===== src/rtl/usr1_mul_nios.sv =====
// Multi-cycle Nios custom-instruction multiplier: radix-2 shift-add over operand
// magnitudes, sign-corrected at the end, returning the high or low product word.
module usr1_mul_nios #(
  parameter int WIDTH = 32
) (
  input  logic             clk,
  input  logic             reset_n,
  input  logic             clk_en,
  input  logic             start,
  input  logic [WIDTH-1:0] dataa,
  input  logic [WIDTH-1:0] datab,
  input  logic [1:0]       n,
  output logic             done,
  output logic [WIDTH-1:0] result
);

  localparam int CW = $clog2(WIDTH + 1);

  typedef enum logic [1:0] {IDLE, RUN, FINISH} state_t;

  state_t             state, state_nxt;
  logic [CW-1:0]      count, count_nxt;
  logic [WIDTH-1:0]   mcand, mcand_nxt;
  logic [2*WIDTH:0]   p, p_nxt;          // {carry, hi, lo}
  logic               neg, neg_nxt;
  logic [1:0]         n_q, n_nxt;
  logic               done_nxt;
  logic [WIDTH-1:0]   result_nxt;

  logic               sgn;
  logic [WIDTH-1:0]   mag_a, mag_b;
  logic [WIDTH:0]     sum;
  logic [2*WIDTH-1:0] prod;

  // Signed mode works on magnitudes; 0x80..0 negates to itself and is read as unsigned.
  assign sgn   = ~n[1];
  assign mag_a = (sgn && dataa[WIDTH-1]) ? ({WIDTH{1'b0}} - dataa) : dataa;
  assign mag_b = (sgn && datab[WIDTH-1]) ? ({WIDTH{1'b0}} - datab) : datab;

  assign sum  = p[0] ? ({1'b0, p[2*WIDTH-1:WIDTH]} + {1'b0, mcand})
                     : {1'b0, p[2*WIDTH-1:WIDTH]};
  assign prod = neg ? ({(2*WIDTH){1'b0}} - p[2*WIDTH-1:0]) : p[2*WIDTH-1:0];

  always_ff @(posedge clk or negedge reset_n) begin
    if (!reset_n)    state <= IDLE;
    else if (clk_en) state <= state_nxt;
  end

  always_comb begin
    state_nxt = state;
    if (start) begin
      state_nxt = RUN;
    end else begin
      case (state)
        RUN:     if (count == CW'(1)) state_nxt = FINISH;
        FINISH:  state_nxt = IDLE;
        default: state_nxt = IDLE;
      endcase
    end
  end

  always_comb begin
    count_nxt  = count;
    mcand_nxt  = mcand;
    p_nxt      = p;
    neg_nxt    = neg;
    n_nxt      = n_q;
    done_nxt   = done;
    result_nxt = result;
    if (start) begin
      mcand_nxt = mag_a;
      p_nxt     = {1'b0, {WIDTH{1'b0}}, mag_b};
      count_nxt = CW'(WIDTH);
      neg_nxt   = sgn & (dataa[WIDTH-1] ^ datab[WIDTH-1]);
      n_nxt     = n;
      done_nxt  = 1'b0;
    end else begin
      case (state)
        RUN: begin
          p_nxt     = {1'b0, sum, p[WIDTH-1:1]};
          count_nxt = count - CW'(1);
        end
        FINISH: begin
          result_nxt = n_q[0] ? prod[2*WIDTH-1:WIDTH] : prod[WIDTH-1:0];
          done_nxt   = 1'b1;
        end
        default: done_nxt = 1'b0;
      endcase
    end
  end

  always_ff @(posedge clk or negedge reset_n) begin
    if (!reset_n) begin
      count  <= '0;
      mcand  <= '0;
      p      <= '0;
      neg    <= 1'b0;
      n_q    <= '0;
      done   <= 1'b0;
      result <= '0;
    end else if (clk_en) begin
      count  <= count_nxt;
      mcand  <= mcand_nxt;
      p      <= p_nxt;
      neg    <= neg_nxt;
      n_q    <= n_nxt;
      done   <= done_nxt;
      result <= result_nxt;
    end
  end

endmodule

===== config.mk =====
export PLATFORM = sky130hd
export DESIGN_NAME = usr1_mul_nios
export DESIGN_NICKNAME = d
export VERILOG_FILES = /design/src/rtl/usr1_mul_nios.sv
export SDC_FILE = /design/constraint.sdc
export NUM_CORES = 1
export LEC_CHECK = 0
export CAP_MARGIN = 30
export CORE_ASPECT_RATIO = 0.9
export CORE_UTILIZATION = 40
export CTS_CLUSTER_SIZE = 14
export DETAILED_ROUTE_END_ITERATION = 6
export PLACE_DENSITY_LB_ADDON = 0.25
export SLEW_MARGIN = 20
export SYNTH_ARGS = -nofsm -noshare
export SYNTH_HDL_FRONTEND = slang
export SYNTH_SLANG_ARGS = --single-unit

===== constraint.sdc =====
create_clock -name clk -period 7.55 [get_ports clk]
set_input_delay 1.8875 -clock clk [delete_from_list [all_inputs] [get_ports clk]]
set_output_delay 1.8875 -clock clk [all_outputs]
set_load 0.02 [all_outputs]

# After elaboration in Yosys (flattened, before gate mapping)
# Cells that the tools add are included.
# Widths: inputs -> output; s select.
[totals]
regBits = 139
inputBits = 70
output_inout_bits = 33
word_cells = 44
[op_classes]
n_addsub = 5
n_eq_ne = 5
muxes = 14
n_bitwise = 4
n_reduce_logical = 8
[ops]
columns = ["op", "n"]
rows = [
  ["$mux 64", 3],
  ["$mux 32", 3],
  ["$sub 1x32->32 const A", 2],
  ["$sub 1x64->64 const A", 1],
  ["$add 32x32->33", 1],
  ["$mux 33", 1],
  ["$mux 6", 2],
  ["$reduce_and 2->1", 4],
  ["$eq 6x1->1 const B", 1],
  ["$mux 2", 3],
  ["$sub 6x1->6 const B", 1],
  ["$ne 3x3->1 const B", 1],
  ["$reduce_and 3->1", 1],
  ["$eq 2x1->1 const B", 1],
  ["$eq 2x2->1 const B", 1],
  ["$logic_and 1x1->1", 2],
  ["$ne 2x2->1 const B", 1],
  ["$not 1->1", 2],
  ["$pmux 1 s2", 1],
  ["$reduce_bool 2->1", 1],
  ["$and 1x1->1", 1],
  ["$mux 1", 1],
  ["$xor 1x1->1", 1],
]

# Logic depth before layout (Yosys ltp)
# Gate-level depths: netlist (run 1).
[logic_depth]
depth_word = 4
mapped_depth = 11

# Worst setup path after synthesis (run 1)
# Ideal clock, no wire load.
[synth_timing]
kind = "input port to flip-flop"
from = "input port dataa[16]"
to = "register mcand[30]"
setup_time_ps = 133
arrival_ps = 3921
t_required_ps = 7417
slack_ps = 3496
cell_stages = 8
cell_sequence = "or3_1 > nor3_1 > nor3b_1 > nand2_1 > or4_1 > o41ai_1 > xor2_1 > o21ai_0"
[synth_between]
elab_chain_cells = 2
[synth_rtl]
columns = ["item", "line", "source"]
rows = [
  ["from (decl)", "10", "input logic [WIDTH-1:0] dataa,"],
  ["$sub 1x32->32", "37", "assign mag_a = (sgn && dataa[WIDTH-1]) ? ({WIDTH{1'b0}} - dataa) : dataa;"],
  ["$mux 32", "37", ""],
  ["to (signal assigned)", "103", "mcand <= mcand_nxt;"],
  ["to (decl)", "23", "logic [WIDTH-1:0] mcand, mcand_nxt;"],
]
# No other way between the ends.
# A chain may end at the register's enable or synchronous reset.

# Worst setup path in the final report (run 1)
[layout_timing]
from = "input port dataa[8]"
to = "register mcand[30]"
# Same word-level chain as after synthesis.

==> impl_results.md, run 1 <==
* Result of the run: completed
* Post-Syn Area at ~10,000 um2
* Nature of the critical path endpoint: register
* Total negative slack at 0 ns
* Final Slew Violations at 0
* Worst setup SP type: input port
* Crit path from: dataa[8]
* WS Path Type: input port to register
* Synth Instances at approximately 1,300
* Largest net degree at the start of global routing at 88
* Total routed wirelength at 30.0 mm
* Clock Latency Late Sink at 0.43 ns
* Worst clock skew at approximately 0.010 ns
* Ys flop type: dfrtp_1
* CTS Buffer Depth at 2
* Placed Instances at between 1,500 and 2,000
* Total gr overflow at 0
* Met1 wire length at 14.1 mm
* Register bit total from synthesis at 139
* CTS tree: done
* Die area at 26,500 um2
* Worst Tran Pin Value at 1.01 ns
* Fin. Hold Viols at 0
* Async set-or-reset flop fraction in the synthesized netlist at 1.00
* WHS at about 0.48 ns
* Non-filler instance count after layout at 1,693
* Arrival time at the worst endpoint at roughly 4.7 ns
* Hold_buf cts at 0
* Setup Buffers After CTS at 0
* Metal3 WL at about 2.0 mm
* Nets at 1,447
* Die Width at between 150 and 200 um
* Port-buffer cells at 102
* H-Tree Level Count at 4
* Max-Slew Margin vs Limit at 0.326
* GP Congestion at 0.918
* End point of the critical path: mcand[30]$_DFFE_PN0P_
* RSZ-0062 raised after global routing: no
* Vias at between 9,000 and 10,000
* Vias per cell at 5.75
* R2r startpoint: p[29]$_DFFE_PN0P_
* Drt drc at 0
* Data required, critical path at 7.84 ns
* Fill cells at 2,433
* Vias in the first global route at 9,004
* FMAX at 0.226 GHz
* Starting density of the core at 0.409
* Max VDD drop at 0.000173 V
* Post-synth EDFFs at 0
* Syn_nets at roughly 1,400
* First-pass GRT wire length at 48.2 mm
* Count of cell types in the netlist at 67
* Worst R2R Path Depth at 8
* HP Class: register to register
* Period utilization at 0.586
* Post-CTS Resized at 0
* Crit Path Max Fanout at 4
* Dpl hpwl at 22.2 mm
* Highest routed layer: met4
* Final critical-path setup slack at 3.12 ns
* Max capacitance violation total at 0
* Slack of the worst reg-to-reg path at about 3.6 ns
* Final ANT Viol Nets at 0
* CTS root buffer: clkbuf_16
* Power Density at 257 nW/um2
* Yosys warnings at 0
* CTS buffer count at 17
* First-pass DRT Iterations at 5
* Die height at 155 um
* Register area share after synthesis at 0.336
* GRT Total Usage at 0.233
* Clock slew at reported path FFs at 0.06 ns
* Metal2 WL at 13.3 mm
* Synth-to-Final Area Change at 18.4%
* First DRT Iteration DRCs at between 800 and 900
* Reg-to-reg critical path endpoint: result[27]$_DFFE_PN0P_
* Final Util at 0.485
* Period minus WS final at 4.43 ns
* Num rows at 55
* Leakage power at 0.00486 uW
* # IOs at 103
* Pre-CTS setup slack at 2.71 ns
* Antenna Diode Count at 0
* Core region area at 25,300 um2
* Initial antenna violation count at 0
* Share of post-route cells with drive strength above 1 at 0.0459
* Clock tree sinks at 139
* Setup violators final at 0
* Wire per inst at 17.7 um
* Mapped Avg Cell Area at 8.07 um2
## power breakdown
part / switching (uW) / internal [uW]
clock network: 336 / 568
registers: 248 / 877
logic: 651 / 466
## cell type report
cell class | instances | area [um2] | share of cell area
inverter | 31 | 116 | 0.00950
clock inverter | 11 | 169 | 0.0138
clock buffer | 20 | 457 | 0.0373
multi-input combinational | 1036 | 6470 | 0.529
tap | 342 | 428 | 0.0349
timing repair buffer | 114 | 1120 | 0.0917
sequential | 139 | 3480 | 0.284
## synth_stat cells (all sizes together) (5+ instances only)
master	count	area (um2)
nor3	35	175
or3	21	136
nand2	165	619
ha	37	463
o221ai	6	52.6
or4	6	52.6
a21o	14	105
buf	9	41.3
a31oi	9	56.3
mux2i	15	150
o211ai	10	75.1
and3	10	62.6
o22ai	5	31.3
o21a	6	45.0
nand2b	10	62.6
xnor2	72	631
inv	30	113
clkbuf	66	248
o41ai	9	86.3
nor3b	12	90.1
nor2	66	248
xor2	57	499
nand3b	9	67.6
nand4	13	81.3
a22oi	21	158
a21oi	75	375
a211oi	12	90.1
a311oi	5	43.8
nor4	16	121
nor2b	14	87.6
o21bai	8	60.1
nand3	31	155
o31ai	29	223
o21ai	203	1020
dfrtp	139	3480
## layout by cell type, fill, tap and decap left out, types with 6 or more instances in the layout
cell | netlist | final
nand3_1 | 31 | 31
or3_1 | 20 | 20
a22oi_1 | 21 | 21
buf_4 | 0 | 9
o31ai_1 | 28 | 28
xnor2_1 | 72 | 72
nor2_1 | 66 | 65
o21bai_1 | 8 | 8
inv_1 | 30 | 30
o41ai_1 | 8 | 8
nor3b_1 | 12 | 12
a211oi_1 | 12 | 12
a21o_1 | 14 | 14
nor2b_1 | 14 | 14
o221ai_1 | 6 | 6
mux2i_1 | 15 | 15
nand2b_1 | 10 | 10
o211ai_1 | 10 | 10
clkbuf_16 | 0 | 17
and3_1 | 10 | 10
a31oi_1 | 9 | 9
dfrtp_1 | 139 | 138
nor3_1 | 35 | 35
a21oi_1 | 75 | 75
ha_1 | 37 | 37
nand4_1 | 13 | 13
o21ai_0 | 200 | 199
nand2_1 | 165 | 164
o21a_1 | 6 | 6
nand3b_1 | 9 | 9
xor2_1 | 57 | 57
clkdlybuf4s50_1 | 0 | 100
nor4_1 | 14 | 14
## layer usage
metal  up-vias  GRT usage
met5         -          0
met1      4590      0.337
met2       330      0.350
met4         0     0.0736
met3        41     0.0407
li1       4766          -
## how the worst min path moves through the flow
stage,start,end,cells after the start
after CTS,result[3]$_DFFE_PN0P_,result[3]$_DFFE_PN0P_,1
after global placement,result[0]$_DFFE_PN0P_,result[0]$_DFFE_PN0P_,1
final,result[3]$_DFFE_PN0P_,result[3]$_DFFE_PN0P_,1
after floorplan,mcand[0]$_DFFE_PN0P_,mcand[0]$_DFFE_PN0P_,2
after global routing,result[3]$_DFFE_PN0P_,result[3]$_DFFE_PN0P_,1
after detailed placement,result[0]$_DFFE_PN0P_,result[0]$_DFFE_PN0P_,1
## flip-flops by register name, indices dropped and copies added, names as in the netlist
name,cells
p,64
mcand,32
result,32
count,6
state,2
done,1
n_q,1
neg,1
## critical path, stage by stage
cell and delay, ns:
clkdlybuf4s50_1 0.44, or3_1 0.43, nor4_1 0.60, nand2_1 0.26, or4_1 0.51, o41ai_1 0.32
xor2_1 0.17, o21ai_0 0.09
## cell families (layout without fill, tap and decap cells)
family / count (synthesis) / in the layout / share of synthesized area
muxes: 17 / 17 / 0.0167
and+or+nand+nor: 420 / 420 / 0.199
AOI/OAI and AO/OA: 432 / 432 / 0.253
buffers and inverters: 106 / 176 / 0.0392
adders and majority gates: 38 / 38 / 0.0467
DFF: 139 / 139 / 0.336
xor gates and xnor gates: 129 / 129 / 0.109
## per-stage QoR
stage / area (um2) / total power (uW)
4_1_cts: 12200 / 3140
3_3_place_gp: 11600 / 2200
3_5_place_dp: 11600 / 2220
2_1_floorplan: 10300 / 1860
6_report: 12200 / 3150
5_1_grt: 12200 / 3350
(Power assumes the default switching activity.)
==> run 2, diff against run 1 <==
==> constraint.sdc (replaced) <==
create_clock -name clk -period 4.05 [get_ports clk]
set_input_delay 1.0125 -clock clk [delete_from_list [all_inputs] [get_ports clk]]
set_output_delay 1.0125 -clock clk [all_outputs]
set_load 0.02 [all_outputs]
==> run 2 against run 1 <==
Sequential power grew 84%. Final area grew 0.75%. Largest cell class unchanged. Cell count grew 1.1%. Worst hold slack lost 0.0066 ns. Critical path type is now register to register. Sequential cell count is the same. Clock power grew 77%. Register-to-register slack lost 3.2 ns. Clock-buffer cell count grew 1. Critical endpoint is now p[61]$_DFFE_PN0P_. Die area is the same.
==> impl_results.md, run 2 (synthesized netlist as in run 1, its figures left out) <==
* Clock tree sinks at 139 (unchanged)
* Result of the run: completed
* Wire per inst at 17.3 um (-2.3%)
* First DRT Iteration DRCs at 742 (-9.2%)
* Max VDD drop at 0.000340 V (+97%)
* Setup Buffers After CTS at 0 (unchanged)
* Top flop regs: p x64, mcand x32, result x32
* Drt drc at 0 (unchanged)
* CTS root buffer: clkbuf_16
* CTS tree: done
* Nets at 1,464 (+1.2%)
* Period minus WS final at 3.61 ns
* # IOs at 103 (unchanged)
* WHS at 0.471 ns (-0.00657 ns)
* Clock slew at reported path FFs at 0.06 ns (about the same)
* Power Density at 470 nW/um2 (+83%)
* Most Crowded Layer GR: met2
* Max capacitance violation total at 0 (unchanged)
* Buf/Inv on CP at 1 (unchanged)
* H-Tree Level Count at 4 (unchanged)
* HP Class: register to register
* Largest net degree at the start of global routing at 81 (-8.0%)
* Dpl hpwl at 22.4 mm (+0.67%)
* Crit path top cell by count: o2111ai_1
* Final Slew Violations at 0 (unchanged)
* Met3 Resource Use GR at 0.0371 (-0.00358)
* FMAX at between 0.2 and 0.3 GHz
* Commonest non-fill, non-tap cell in the layout: o21ai_0
* Pre-CTS setup slack at 0.248 ns (-2.46 ns)
* Vias per cell at 5.67 (-1.2%)
* Clock Latency Late Sink at 0.44 ns (about the same)
* Grt met1 use at 0.339 (+0.00136)
* Commonest cells after routing, fill and taps aside: o21ai_0 (199), nand2_1 (164), dfrtp_1 (138)
* Final critical-path setup slack at 0.440 ns (-2.68 ns)
* Core region area at 25,300 um2 (unchanged)
* Arrival time at the worst endpoint at 3.94 ns (-0.77 ns)
* Slowest CP cell: a2111oi_0
* Setup violators final at 0 (unchanged)
* Worst Tran Pin Value at 0.846 ns (-0.163 ns)
* GR Layer Usage met2 at 0.357 (+0.00694)
* Placed cell area at 11,700 um2 (+1.4%)
* Worst setup SP type: register
* Synth-to-Final Area Change at 19.3%
* Hold_buf cts at 0 (unchanged)
* Num rows at 55 (unchanged)
* Slowest cell delay on critical path at 0.81 ns (+0.21 ns)
* First-pass GRT wire length at 48.7 mm (+1.1%)
* Design Area, Final at 12,300 um2 (+0.75%)
* Die height at 155 um (unchanged)
* CTS buffer count at 17 (unchanged)
* Total gr overflow at 0 (unchanged)
* Port-buffer cells at 102 (unchanged)
* Fin. Hold Viols at 0 (unchanged)
* Vias at 9,708 (-0.20%)
* CTS Buffer Depth at 2 (unchanged)
* Total routed wirelength at 29.7 mm (-1.2%)
* Crit Path Max Fanout at 6 (+2)
* GP Congestion at 0.921 (+0.32%)
* Vias in the first global route at 9,163 (+1.8%)
* Initial antenna violation count at 0 (unchanged)
* Data required, critical path at 4.38 ns (-3.46 ns)
* GRT Total Usage at 0.234 (+0.000790)
* Leakage power at 0.00492 uW (+1.3%)
* Total negative slack at 0 ns (unchanged)
* Top reg by flops: p
* Nature of the critical path endpoint: register
* Die area at 26,500 um2 (unchanged)
* CP Cell Sequence: ha_1, inv_1, fa_1, nor2b_1, o31a_1, o2111ai_1, a31oi_1, o2111ai_1, a2111oi_0, nor3_1, o31ai_1
* Period utilization at 0.891
* Worst clock skew at 0.0120 ns (+0.00198 ns)
* Final ANT Viol Nets at 0 (unchanged)
* Share of post-route cells with drive strength above 1 at 0.0562 (+0.0104)
* Starting density of the core at 0.409 (unchanged)
* Top Family by Delay on Critical Path: compound AO/OA/AOI/OAI gates
* Max reg flops at 64 (unchanged)
* Max-Slew Margin vs Limit at 0.422 (+0.0957)
* Antenna Diode Count at 0 (unchanged)
* WS Path Type: register to register
* First-pass DRT Iterations at 5 (unchanged)
* RSZ-0062 raised after global routing: no
* Die Width at 171 um (unchanged)
* Post-CTS Resized at 0 (unchanged)
[run 2: layout make-up]
type / instances / area, um2
Fill cell: 2445 / 12900
Multi-Input combinational cell: 1036 / 6470
Timing Repair Buffer: 131 / 1250
Sequential cell: 139 / 3480
Clock buffer: 21 / 450
Inverter: 31 / 116
Tap cell: 342 / 428
Clock inverter: 11 / 145
[run 2: report_power, final]
part / leakage [uW] / internal, uW / total (uW) / switching (uW)
clock: 0.000283 / 983 / 1600 / 619
sequential: 0.00180 / 1640 / 2060 / 426
combinational: 0.00284 / 884 / 2140 / 1250
total: 0.00492 / 3500 / 5800 / 2300
[run 2: per-stage QoR]
step	instances	util	power [uW]
6_report	1711	0.489	5800
5_1_grt	1711	0.489	6190
4_1_cts	1711	0.489	5790
3_5_place_dp	1679	0.465	4170
3_3_place_gp	1679	0.465	4140
2_1_floorplan	1281	-	3470
[run 2: routing by layer]
layer / routed length (um) / vias to the layer above
li1: - / 4799
met1: 14200 / 4605
met2: 13300 / 271
met3: 1620 / 33
met4: 522 / 0
met5: 0 / -
[run 2: final timing paths]
kind                                       start                    end  slack (ns)  cells past startpoint
max                            p[32]$_DFFE_PN0P_      p[61]$_DFFE_PN0P_        0.44                     11
min                        result[0]$_DFFE_PN0P_  result[0]$_DFFE_PN0P_        0.47                      1
max reg2reg                    p[32]$_DFFE_PN0P_      p[61]$_DFFE_PN0P_        0.44                     11
min reg2reg                result[0]$_DFFE_PN0P_  result[0]$_DFFE_PN0P_        0.47                      1
max in group asynchronous                reset_n   count[1]$_DFFE_PN0P_        2.62                      2
min in group asynchronous                reset_n  result[9]$_DFFE_PN0P_        0.64                      1
[run 2: worst reg2reg max path, cell delays in order (launching register included)]
cell and delay (ns):
dfrtp_1 0.44, ha_1 0.23, inv_1 0.06, fa_1 0.38, nor2b_1 0.22, o31a_1 0.23, o2111ai_1 0.19, a31oi_1 0.38
o2111ai_1 0.20, a2111oi_0 0.81, nor3_1 0.11, o31ai_1 0.26
